==> src/rtl/lsu_pkg.sv <==
// Shared constants and types for the load/store memory controller.
package lsu_pkg;

  localparam logic [2:0] F3_B  = 3'b000;
  localparam logic [2:0] F3_H  = 3'b001;
  localparam logic [2:0] F3_W  = 3'b010;
  localparam logic [2:0] F3_BU = 3'b100;
  localparam logic [2:0] F3_HU = 3'b101;

  localparam int DEFAULT_MEM_WORDS = 4096;

  typedef enum logic [1:0] {
    S_IDLE,
    S_ACCESS,
    S_WRITE,
    S_RESP
  } state_t;

endpackage

==> src/rtl/lsu_lane_align.sv <==
// Combinational lane logic: load extract/extend and sub-word store merge.
module lsu_lane_align
  import lsu_pkg::*;
(
  input  logic [2:0]  funct3,
  input  logic [1:0]  offset,
  input  logic [31:0] rdata,
  input  logic [31:0] wdata,
  output logic [31:0] load_data,
  output logic [31:0] merged_word
);

  logic [7:0]  byte_sel;
  logic [15:0] half_sel;
  logic [31:0] wdata_rep;
  logic [3:0]  byte_en;

  always_comb begin
    case (offset)
      2'd0:    byte_sel = rdata[7:0];
      2'd1:    byte_sel = rdata[15:8];
      2'd2:    byte_sel = rdata[23:16];
      default: byte_sel = rdata[31:24];
    endcase
    half_sel = offset[1] ? rdata[31:16] : rdata[15:0];

    case (funct3)
      F3_B:    load_data = {{24{byte_sel[7]}}, byte_sel};
      F3_H:    load_data = {{16{half_sel[15]}}, half_sel};
      F3_BU:   load_data = {24'd0, byte_sel};
      F3_HU:   load_data = {16'd0, half_sel};
      default: load_data = rdata;
    endcase
  end

  // Store data is replicated across lanes so each byte lane just picks old or new.
  always_comb begin
    case (funct3[1:0])
      2'b00: begin
        wdata_rep = {4{wdata[7:0]}};
        byte_en   = 4'b0001 << offset;
      end
      2'b01: begin
        wdata_rep = {2{wdata[15:0]}};
        byte_en   = offset[1] ? 4'b1100 : 4'b0011;
      end
      default: begin
        wdata_rep = wdata;
        byte_en   = 4'b1111;
      end
    endcase
  end

  genvar gi;
  generate
    for (gi = 0; gi < 4; gi++) begin : g_lane
      assign merged_word[gi*8 +: 8] = byte_en[gi] ? wdata_rep[gi*8 +: 8] : rdata[gi*8 +: 8];
    end
  endgenerate

endmodule

==> src/rtl/lsu_mem_ctrl.sv <==
// Load/store initiator for the word-addressed RAM data port, with RMW for SB/SH.
// Optional MISALIGN_TRAP_EN: misaligned H/W accesses error instead of being aligned down.
module lsu_mem_ctrl
  import lsu_pkg::*;
#(
  parameter int MEM_WORDS = DEFAULT_MEM_WORDS,
  parameter int WORD_AW   = 12
) (
  input  logic        clk,
  input  logic        rst,
  input  logic        req_valid,
  output logic        req_ready,
  input  logic        req_we,
  input  logic [2:0]  req_funct3,
  input  logic [31:0] req_addr,
  input  logic [31:0] req_wdata,
  output logic        resp_valid,
  input  logic        resp_ready,
  output logic [31:0] resp_rdata,
  output logic        resp_err,
  output logic [31:0] mem_addr,
  output logic [31:0] mem_wdata,
  output logic        mem_we,
  input  logic [31:0] mem_rdata
);

  state_t state_reg, state_next;

  logic               we_reg;
  logic [2:0]         funct3_reg;
  logic [1:0]         offset_reg;
  logic [31:0]        wdata_reg;
  logic [WORD_AW-1:0] mem_addr_reg;
  logic               err_reg;
  logic [31:0]        rdata_reg;
  logic [31:0]        merge_reg;

  logic               f3_ok;
  logic               misaligned;
  logic               out_of_range;
  logic               req_bad;
  logic [1:0]         offset_eff;
  logic [31:0]        word_idx;
  logic [31:0]        load_data;
  logic [31:0]        merged_word;
  logic               accept;

  assign accept   = (state_reg == S_IDLE) && req_valid;
  assign word_idx = {2'b00, req_addr[31:2]};

  // Request checks evaluated on the accept cycle.
  always_comb begin
    case (req_funct3)
      F3_B, F3_H, F3_W: f3_ok = 1'b1;
      F3_BU, F3_HU:     f3_ok = !req_we;
      default:          f3_ok = 1'b0;
    endcase
    out_of_range = word_idx >= 32'(MEM_WORDS);
  end

`ifdef MISALIGN_TRAP_EN
  always_comb begin
    misaligned = ((req_funct3[1:0] == 2'b01) && req_addr[0]) ||
                 ((req_funct3[1:0] == 2'b10) && (req_addr[1:0] != 2'b00));
    offset_eff = req_addr[1:0];
  end
`else
  // Without the trap, low address bits are forced to natural alignment.
  always_comb begin
    misaligned = 1'b0;
    case (req_funct3[1:0])
      2'b01:   offset_eff = {req_addr[1], 1'b0};
      2'b10:   offset_eff = 2'b00;
      default: offset_eff = req_addr[1:0];
    endcase
  end
`endif

  assign req_bad = !f3_ok || misaligned || out_of_range;

  lsu_lane_align u_lane_align (
    .funct3      (funct3_reg),
    .offset      (offset_reg),
    .rdata       (mem_rdata),
    .wdata       (wdata_reg),
    .load_data   (load_data),
    .merged_word (merged_word)
  );

  always_ff @(posedge clk) begin
    if (rst) begin
      state_reg    <= S_IDLE;
      we_reg       <= 1'b0;
      funct3_reg   <= 3'd0;
      offset_reg   <= 2'd0;
      wdata_reg    <= 32'd0;
      mem_addr_reg <= '0;
      err_reg      <= 1'b0;
      rdata_reg    <= 32'd0;
      merge_reg    <= 32'd0;
    end else begin
      state_reg <= state_next;
      if (accept) begin
        we_reg       <= req_we;
        funct3_reg   <= req_funct3;
        offset_reg   <= offset_eff;
        wdata_reg    <= req_wdata;
        mem_addr_reg <= req_addr[WORD_AW+1:2];
        err_reg      <= req_bad;
        rdata_reg    <= 32'd0;
      end
      if (state_reg == S_ACCESS) begin
        if (!we_reg) rdata_reg <= load_data;
        merge_reg <= merged_word;
      end
    end
  end

  // Write strobe is masked by rst so a reset cycle never commits a store.
  always_comb begin
    state_next = state_reg;
    req_ready  = 1'b0;
    resp_valid = 1'b0;
    mem_we     = 1'b0;
    mem_wdata  = 32'd0;
    case (state_reg)
      S_IDLE: begin
        req_ready = 1'b1;
        if (req_valid) state_next = req_bad ? S_RESP : S_ACCESS;
      end
      S_ACCESS: begin
        if (we_reg && (funct3_reg == F3_W)) begin
          mem_we     = !rst;
          mem_wdata  = wdata_reg;
          state_next = S_RESP;
        end else if (we_reg) begin
          state_next = S_WRITE;
        end else begin
          state_next = S_RESP;
        end
      end
      S_WRITE: begin
        mem_we     = !rst;
        mem_wdata  = merge_reg;
        state_next = S_RESP;
      end
      S_RESP: begin
        resp_valid = 1'b1;
        if (resp_ready) state_next = S_IDLE;
      end
      default: state_next = S_IDLE;
    endcase
  end

  assign mem_addr   = {{(32-WORD_AW){1'b0}}, mem_addr_reg};
  assign resp_rdata = rdata_reg;
  assign resp_err   = err_reg;

endmodule

==> config.mk <==
export PLATFORM = sky130hd
export DESIGN_NAME = lsu_mem_ctrl
export DESIGN_NICKNAME = d
export VERILOG_FILES = /design/src/rtl/lsu_pkg.sv /design/src/rtl/lsu_lane_align.sv /design/src/rtl/lsu_mem_ctrl.sv
export SDC_FILE = /design/constraint.sdc
export NUM_CORES = 1
export LEC_CHECK = 0
export BUFFER_PORTS_ARGS = -buffer_cell sky130_fd_sc_hd__buf_4
export CORE_UTILIZATION = 44
export CTS_CLUSTER_SIZE = 30
export DETAILED_ROUTE_END_ITERATION = 10
export HOLD_SLACK_MARGIN = 0.12
export PLACE_DENSITY = 0.73
export SYNTH_ARGS = -nofsm -noshare
export SYNTH_HDL_FRONTEND = slang
export SYNTH_SLANG_ARGS = --single-unit
==> constraint.sdc <==
create_clock -name clk -period 2.6 [get_ports clk]
set_input_delay 0.39 -clock clk [delete_from_list [all_inputs] [get_ports clk]]
set_output_delay 0.39 -clock clk [all_outputs]
set_load 0.05 [all_outputs]
==> impl_metrics.csv, run 1 <==
group,metric,value,unit
sta,rsz0062_at_grt,"no",
layout,seqCellArea,0.00234,sq mm
clock_tree,clk_path_buf_depth,2,
critical_path,path_buf_inv,3,
sta,finalSetupViolations,0,
grt,grt_pass1_vias,5786,
drt,vias,6261,
critical_path,critPathArrivalTime,2.08,ns
pwr,ir_worst_vdd,0.471,mV
layout,drive_above_1_share,28.3,%
sta,min_period,2.47,ns
clock_tree,numCtsBuffers,17,
clock_tree,clkLatencyLatePin,0.41,ns
critical_path,path_common_cell,"buf_4",
drt,wl_per_cell,17.7,um
status,status,"completed",
pwr,p_leak,3.30,nW
clock_tree,cts_root_buf,"clkbuf_16",
sta,fin_setup_tns,0,ns
critical_path,crit_path_start_kind,"register",
placement,io_buffers,183,
layout,final_area,0.00818,sq mm
die,start_util,45.1,%
placement,gp_congestion,0.924,
die,die-area,0.0147,sq mm
clock_tree,ctsHtreeMaxLevel,4,
die,io_pins,204,
critical_path,cp_cell_sequence,"inv_1 > ha_1 > buf_4 > a22oi_1 > nor2b_1 > buf_4",
run,cap_violations,0,
sta,maxSlewHeadroom,55.7,%
placement,dpl-instance-area,0.00765,sq mm
drt,routed_wl,20.0,mm
sta,clock.fmax,405,MHz
synthesis,syn-cell-area,0.00626,sq mm
layout,area_growth,30.7,%
grt,overflow,0,
die,die-width,121,um
layout,fillers,1306,
drt,viasPerCell,5.55,
layout,fin_nets,1048,
sta,final_max_slew_viol_count,0,
layout,multi_input_area,0.00351,sq mm
die,coreArea,0.0139,sq mm
clock_tree,cts_sinks,117,
synthesis,syn_inst,789,
layout,antennaDiodeCount,0,
grt,grt_max_degree,53,
critical_path,endpoint_kind,"output port",
clock_tree,clk_pin_slew,0.05,ns
die,die_h,121,um
sta,hold_viol,0,
critical_path,crit_fanout,18,
synthesis,postSynthAreaPerCell,7.93,sq um
critical_path,worst_path_largest_cell_delay,0.40,ns
drt,drt-initial-drc-count,544,
sta,fin_skew,0.00405,ns
clock_tree,hold_buffers,0,
grt,antenna_found_initial,0,
synthesis,seq_area_frac_synth,37.4,%
critical_path,cp_top_family,"buffers and inverters",
synthesis,ys.warnings.count,0,
drt,ant_nets,0,
clock_tree,cts_tree,"yes",
grt,grt_pass1_wl,30.9,mm
synthesis,synth_seq_cells,117,
drt,drc_errors,0,
synthesis,ys_types,43,
grt,grt.total_usage,27.5,%
worst_hold_path,hold_path_class,"input port to register",
die,rows,43,
critical_path,cp_slowest_cell,"ha_1",
sta,post-route-period-util,94.9,%
sta,worst_pin_slew,0.664,ns
layout,utilization,58.9,%
critical_path,worst-setup-path-type,"register to output port",
pwr,total_power,8.80,mW
critical_path,crit_required,2.21,ns
pwr,powerDensity,1080,mW/mm^2
drt,drt-pass1-iter-count,5,
placement,post-dp-hpwl,14.3,mm
## cell usage in the layout, fill, tap and decap left out, types with 7 or more instances in the layout
cell | synthesis | final
a211oi_1 | 25 | 25
a21oi_1 | 85 | 85
a22oi_1 | 43 | 43
a311oi_1 | 19 | 19
buf_4 | 22 | 199
clkbuf_16 | 0 | 17
conb_1 | 1 | 20
dfxtp_1 | 117 | 116
inv_1 | 7 | 7
mux2_2 | 23 | 23
mux2i_1 | 25 | 25
nand2_1 | 160 | 159
nand2b_1 | 23 | 23
nor2_1 | 29 | 29
nor2b_1 | 42 | 41
o21ai_0 | 14 | 14
o22ai_1 | 20 | 20
or3_1 | 7 | 7
## synth_stat cells
library cell | n | area [sq um]
a21o_1 | 5 | 37.5
conb_1 | 1 | 3.75
nor2b_1 | 42 | 263
buf_4 | 22 | 165
nor2_1 | 29 | 109
clkbuf_1 | 48 | 180
a311oi_1 | 19 | 166
and4_1 | 1 | 8.76
o21a_1 | 1 | 7.51
o22ai_1 | 20 | 125
a211oi_1 | 25 | 188
a221oi_1 | 4 | 35.0
inv_1 | 7 | 26.3
buf_2 | 16 | 80.1
mux2_2 | 23 | 259
or3_1 | 7 | 43.8
a21oi_4 | 1 | 16.3
or2_2 | 6 | 37.5
nand4_1 | 2 | 12.5
ha_1 | 6 | 75.1
o21ai_0 | 14 | 70.1
nand2_1 | 160 | 601
nor3b_1 | 2 | 15.0
buf_6 | 1 | 11.3
a22o_1 | 1 | 8.76
and2_1 | 1 | 6.26
mux4_2 | 1 | 22.5
a2111oi_0 | 1 | 8.76
dfxtp_1 | 117 | 2340
a21oi_1 | 85 | 425
or2_4 | 1 | 8.76
o211ai_1 | 1 | 7.51
nand3_1 | 3 | 15.0
a31oi_4 | 1 | 21.3
nand2b_1 | 23 | 144
nor3_1 | 5 | 25.0
a21oi_2 | 2 | 17.5
a31oi_1 | 6 | 37.5
inv_2 | 1 | 3.75
nor4_1 | 6 | 37.5
a22oi_1 | 43 | 323
buf_1 | 4 | 15.0
mux2i_1 | 25 | 250
## power breakdown
part | leakage (nW) | switching (mW) | total [mW] | internal [mW]
clock network | 0.263 | 0.773 | 2.07 | 1.30
logic | 2.08 | 2.63 | 4.07 | 1.44
registers | 0.959 | 0.372 | 2.65 | 2.28
## cells by family (layout without fill, tap and decap cells)
kind of cell / Yosys count / in the layout / synth area share [%]
AND/OR/NAND/NOR: 288 / 288 / 21.2
AO/OA/AOI/OAI: 229 / 229 / 23.9
flip-flops: 117 / 117 / 37.4
buffers and inverters: 99 / 240 / 7.70
multiplexers: 49 / 49 / 8.50
adder cells (fa/ha/maj): 6 / 6 / 1.20
other: 1 / 20 / 0.0599
## final timing paths
path                        start              end  slack, ns  cells after the start
setup / recovery     state_reg[0]    mem_wdata[22]       0.13                      6
setup reg to reg     state_reg[0]    resp_rdata[3]       0.54                      6
hold / removal        req_addr[3]  mem_addr_reg[1]       0.23                      3
hold reg to reg   mem_addr_reg[1]  mem_addr_reg[1]       0.45                      2
## repair_timing
| action | CTS | global route |
|---|---|---|
| endpoints found under the setup margin | 0 | 10 |
| gates resized for setup | 0 | 1 |
| setup buffers | 0 | 0 |
## layer usage
layer | vias up | part of all wire, % | wire (um) | track usage (%)
li1 | 3038 | - | - | -
met1 | 2920 | 44 | 8840 | 37.2
met2 | 273 | 46 | 9110 | 42.5
met3 | 30 | 7.8 | 1560 | 6.39
met4 | 0 | 2.5 | 506 | 9.88
met5 | - | 0 | 0 | 0
## worst reg2reg max path: cells and delay by family (launching register included)
family | cells | cell delay, ns
flip-flops | 1 | 0.38
adder cells (fa/ha/maj) | 1 | 0.32
buffers and inverters | 2 | 0.40
AND/OR/NAND/NOR | 1 | 0.42
AO/OA/AOI/OAI | 2 | 0.43
## through the flow
| stage | setup WS (ns) | instances | hold slack [ns] |
|---|---|---|---|
| after floorplan | 0.231 | 808 | 0.446 |
| after global placement | 0.561 | 1099 | 0.443 |
| after detailed placement | 0.553 | 1099 | 0.449 |
| after CTS | 0.100 | 1129 | 0.214 |
| after global routing | 0.00224 | 1129 | 0.217 |
| final | 0.132 | 1129 | 0.225 |
## layout make-up
type	instances	area share [%]
Clock buffer	25	6.06
Clock inverter	5	0.306
Inverter	8	0.367
Multi-Input combinational cell	592	43.0
Sequential cell	117	28.7
Tap cell	180	2.75
Timing Repair Buffer	202	18.9
(Power assumes the default switching activity.)
==> run 2: changes to the inputs <==
- CTS_BUF_LIST: default -> sky130_fd_sc_hd__clkbuf_8
==> run 2 against run 1 <==
Effect of this change:
- critical path depth increased by 1
- cell area decreased by 2.3%
- cell count unchanged
- via count increased by 0.37%
- highest routed layer unchanged
==> impl_metrics.csv, run 2 (synthesized netlist as in run 1, its figures left out) <==
group,metric,value,unit
critical_path,r2r_end,"merge_reg[4]",
drt,vias,6284,
pwr,swShare,45.3,%
drt,viasPerCell,5.57,
die,die-width,121,um
critical_path,worst-setup-path-type,"register to output port",
die,coreArea,0.0139,sq mm
critical_path,endpoint_kind,"output port",
pwr,ir_worst_vdd,0.499,mV
layout,antennaDiodeCount,0,
sta,worst_pin_slew,0.670,ns
critical_path,critPathArrivalTime,2.05,ns
pwr,p_comb_share,50.1,%
pwr,powerDensity,1020,mW/mm^2
sta,rsz0062_at_grt,"no",
die,io_pins,204,
clock_tree,cts_tree,"yes",
critical_path,reg2reg_slack,0.59,ns
placement,gp_congestion,0.924,
clock_tree,ctsHtreeMaxLevel,4,
drt,drt-initial-drc-count,568,
clock_tree,clkLatencyLatePin,0.43,ns
sta,final_max_slew_viol_count,0,
pwr,p_leak,3.23,nW
sta,fin_setup_tns,0,ns
sta,hold_viol,0,
layout,drive_above_1_share,28.5,%
clock_tree,cts_sinks,117,
drt,drc_errors,0,
critical_path,worst-r2r-cell-count,5,
sta,maxSlewHeadroom,55.3,%
clock_tree,cts_root_buf,"clkbuf_8",
pwr,p_sw,3.68,mW
layout,fin_nets,1048,
sta,fin_skew,0.00592,ns
status,status,"completed",
critical_path,worstReg2RegStart,"funct3_reg[0]",
placement,post-dp-hpwl,14.3,mm
critical_path,crit_fanout,33,
clock_tree,clk_pin_slew,0.07,ns
grt,grt_pass1_wl,30.7,mm
sta,clock.fmax,410,MHz
drt,routed_wl,19.9,mm
critical_path,crit_end,"mem_wdata[22]",
placement,io_buffers,183,
die,rows,43,
grt,grt_pass1_vias,5768,
clock_tree,clk_path_buf_depth,2,
sta,post-route-period-util,93.8,%
worst_hold_path,hold_path_class,"input port to register",
pwr,total_power,8.14,mW
drt,ant_nets,0,
pwr,p_seq_share,32.5,%
drt,wl_per_cell,17.6,um
drt,drt-pass1-iter-count,6,
critical_path,setup.worst_path.start,"state_reg[1]",
clock_tree,post_cts_buffers,0,
sta,finalSetupViolations,0,
layout,layout_common_cells,"199 x buf_4, 159 x nand2_1, 116 x dfxtp_1",
grt,grt_max_degree,53,
sta,min_period,2.44,ns
critical_path,crit_required,2.21,ns
layout,layout_commonest_cell,"buf_4",
die,die-area,0.0147,sq mm
grt,overflow,0,
die,die_h,121,um
grt,antenna_found_initial,0,
layout,area_growth,27.8,%
pwr,intPower,4.45,mW
die,start_util,45.1,%
clock_tree,hold_buffers,0,
critical_path,crit_path_start_kind,"register",
grt,grt.total_usage,27.4,%
pwr,clockPowerShare,17.4,%
run,cap_violations,0,
clock_tree,numCtsBuffers,17,
==> run 2: changes by cell type in the layout (fill, tap and decap cells not counted) <==
cell | previous run | this run
clkbuf_16 | 17 | 0
clkbuf_8 | 4 | 21
clkbuf_1 | 4 | 0
inv_1 | 7 | 11
buf_6 | 1 | 0
buf_8 | 0 | 1
ha_1 | 6 | 5
ha_2 | 0 | 1
==> run 2: final cells by class <==
class | instances | area [sq um]
timing repair buffer | 202 | 1550
fill | 1327 | 5890
multi-input combinational | 592 | 3520
clock inverter | 9 | 40.0
clock buffer | 21 | 289
tap | 180 | 225
inverter | 8 | 30.0
sequential | 117 | 2340
==> run 2: worst min-delay path by stage <==
stage	startpoint	endpoint	slack (ns)	depth (start not counted)
final	req_addr[7]	mem_addr_reg[5]	0.20	3
after detailed placement	mem_addr_reg[7]	mem_addr_reg[7]	0.45	2
after CTS	req_addr[7]	mem_addr_reg[5]	0.18	3
after global placement	mem_addr_reg[11]	mem_addr_reg[11]	0.44	2
after global routing	req_addr[8]	mem_addr_reg[6]	0.18	3
after floorplan	wdata_reg[16]	wdata_reg[16]	0.45	2
==> run 2: stage by stage <==
stage	hold WS [ns]	setup WS, ns	instance area [sq um]	std cells	utilization [%]
2_1_floorplan	0.446	0.231	6330	808	-
3_3_place_gp	0.443	0.561	7650	1099	55.1
3_5_place_dp	0.449	0.553	7650	1099	55.1
4_1_cts	0.179	0.0653	7980	1129	57.5
5_1_grt	0.182	0.0255	7990	1129	57.6
6_report	0.197	0.162	7990	1129	57.6
==> run 2: power groups by stage <==
stage          clock [mW]  combinational (mW)  sequential [mW]
2_1_floorplan           0                2.28             3.27
3_3_place_gp            0                4.01             2.67
3_5_place_dp            0                4.04             2.68
4_1_cts              1.44                4.05             2.64
5_1_grt              1.52                4.39             2.69
6_report             1.42                4.07             2.65
==> run 2: critical path, cell delays in order (launching register included) <==
cell and delay [ns]:
dfxtp_1 0.35, inv_1 0.09, ha_1 0.20, and4_1 0.24, buf_8 0.24, a22oi_1 0.10
nor2b_1 0.16, buf_4 0.22
==> run 2: routing by layer <==
metal / GRT usage (%) / up-vias / routed length, um
li1: - / 3047 / -
met1: 37.4 / 2927 / 8600
met2: 41.9 / 279 / 9080
met3: 5.64 / 31 / 1630
met4: 11.0 / 0 / 557
met5: 0 / - / 0
==> run 2: repair_timing <==
| action | in CTS | in global routing |
|---|---|---|
| resized for setup | 0 | 3 |
| endpoints found under the setup margin | 0 | 22 |
| hold endpoints to repair | 0 | 0 |
==> run 3: changes to the inputs <==
- CORE_ASPECT_RATIO: default -> 0.6
==> run 3 against run 2 <==
Effect of this change:
- clock power rose by 24%
- worst hold slack improved by 0.0020 ns
- largest cell class unchanged
- combinational power barely moved
- sequential power barely moved
- fmax fell by 1.8%
- first-iteration DRC count rose by 13%
- utilization rose by 1.3 points
- non-clock buffer count fell by 2
==> impl_metrics.csv, run 3 (synthesized netlist as in run 1, its figures left out) <==
group,metric,value,unit
layout,layout_common_cells,"195 x buf_4, 159 x nand2_1, 116 x dfxtp_1",
critical_path,path_buf_inv,3,
sta,fin_setup_tns,0,ns
layout,area_growth,29.5,%
sta,post-route-period-util,95.5,%
placement,gp_congestion,0.910,
critical_path,worst-setup-path-type,"register to output port",
layout,antennaDiodeCount,0,
sta,min_period,2.48,ns
sta,finalSetupViolations,0,
placement,dpl-instance-area,0.00768,sq mm
placement,pre_cts_ws,0.517,ns
sta,rsz0062_at_grt,"no",
drt,ant_nets,0,
layout,layout_commonest_cell,"buf_4",
die,die_h,94.4,um
clock_tree,cts_root_buf,"clkbuf_8",
clock_tree,clkLatencyLatePin,0.43,ns
drt,viasPerCell,5.50,
sta,fin_ws,0.116,ns
sta,hold_viol,0,
layout,drive_above_1_share,28.7,%
critical_path,critPathArrivalTime,2.09,ns
placement,io_buffers,183,
sta,final_max_slew_viol_count,0,
grt,grt_max_degree,73,
die,die-width,156,um
sta,maxSlewHeadroom,56.1,%
layout,fillers,1296,
sta,worst_pin_slew,0.658,ns
clock_tree,numCtsBuffers,17,
sta,fin_skew,0.0118,ns
layout,final_area,0.00810,sq mm
critical_path,cp_top_family,"buffers and inverters",
drt,wl_per_cell,17.8,um
drt,routed_wl,20.3,mm
grt,grt_pass1_wl,31.0,mm
sta,clock.fmax,403,MHz
clock_tree,clk_pin_slew,0.08,ns
die,io_pins,204,
grt,grt_pass1_vias,5528,
run,cap_violations,0,
drt,vias,6272,
drt,drt-pass1-iter-count,5,
status,status,"completed",
grt,overflow,0,
clock_tree,cts.repair.resized,0,
clock_tree,cts_tree,"yes",
clock_tree,clk_path_buf_depth,2,
die,start_util,45.5,%
layout,multi_input_area,0.00351,sq mm
critical_path,cp_cell_sequence,"inv_1 > ha_1 > and4_1 > buf_12 > a22oi_1 > nor2b_1 > buf_4",
clock_tree,hold_buffers,0,
layout,seqCellArea,0.00234,sq mm
critical_path,crit_path_start_kind,"register",
drt,drc_errors,0,
die,rows,33,
grt,grt.total_usage,27.8,%
pwr,powerDensity,1050,mW/mm^2
die,coreArea,0.0137,sq mm
critical_path,cp_slowest_cell,"dfxtp_1",
critical_path,endpoint_kind,"output port",
critical_path,crit_required,2.21,ns
placement,post-dp-hpwl,14.5,mm
grt,antenna_found_initial,0,
die,die-area,0.0147,sq mm
worst_hold_path,hold_path_class,"input port to register",
pwr,p_leak,3.25,nW
clock_tree,cts_sinks,117,
clock_tree,post_cts_buffers,0,
critical_path,worst_path_largest_cell_delay,0.35,ns
layout,fin_nets,1046,
drt,drt-initial-drc-count,640,
clock_tree,ctsHtreeMaxLevel,4,
critical_path,crit_fanout,33,
pwr,ir_worst_vdd,0.566,mV
[run 3: cell types whose count changed in the layout (fill, tap and decap cells not counted), sizes merged]
cell      change
clkbuf        -3
buf           -2
inv           -3
bufinv        +3
clkinv        +4
clkinvlp      +1
[run 3: area by class of cell]
class / count / share of cell area [%]
Clock buffer: 18 / 3.06
Clock inverter: 14 / 1.99
Inverter: 8 / 0.371
Multi-Input combinational cell: 592 / 43.4
Sequential cell: 117 / 28.9
Tap cell: 192 / 2.97
Timing Repair Buffer: 200 / 19.3
[run 3: routing by layer]
metal  GRT usage, %  part of all wire (%)  vias to the layer above
li1               -                     -                     3037
met1           43.1                    48                     2892
met2           38.8                    40                      323
met3           4.82                    11                       20
met4           7.19                  0.92                        0
met5              0                     0                        -
[run 3: per-stage QoR]
step                std cells  hold slack (ns)  total power [mW]  utilization (%)
floorplan                 808            0.446              5.55                -
global placement         1109            0.443              6.68             55.9
detailed placement       1109            0.447              6.71             55.9
CTS                      1141            0.177              8.47             58.8
global route             1141            0.184              8.92             58.9
finish                   1141            0.199              8.48             58.9
[run 3: where the power goes]
group / total [mW] / switching (mW) / internal [mW]
logic: 4.07 / 2.62 / 1.45
clock network: 1.76 / 0.792 / 0.966
registers: 2.65 / 0.376 / 2.28
[run 3: worst reg2reg max path: stages (launching register included)]
cell and delay [ns]:
dfxtp_1 0.36, buf_4 0.32, nand2b_1 0.43, a21o_1 0.47
nand2_1 0.10, a311oi_1 0.27
[run 3: path summary, 6_finish.rpt]
kind | start | to | slack [ns] | depth (start not counted)
worst min register to register | mem_addr_reg[7] | mem_addr_reg[7] | 0.46 | 2
worst max-delay path | state_reg[1] | mem_wdata[5] | 0.12 | 7
worst max register to register | funct3_reg[0] | merge_reg[4] | 0.55 | 5
worst min-delay path | req_addr[7] | mem_addr_reg[5] | 0.20 | 3
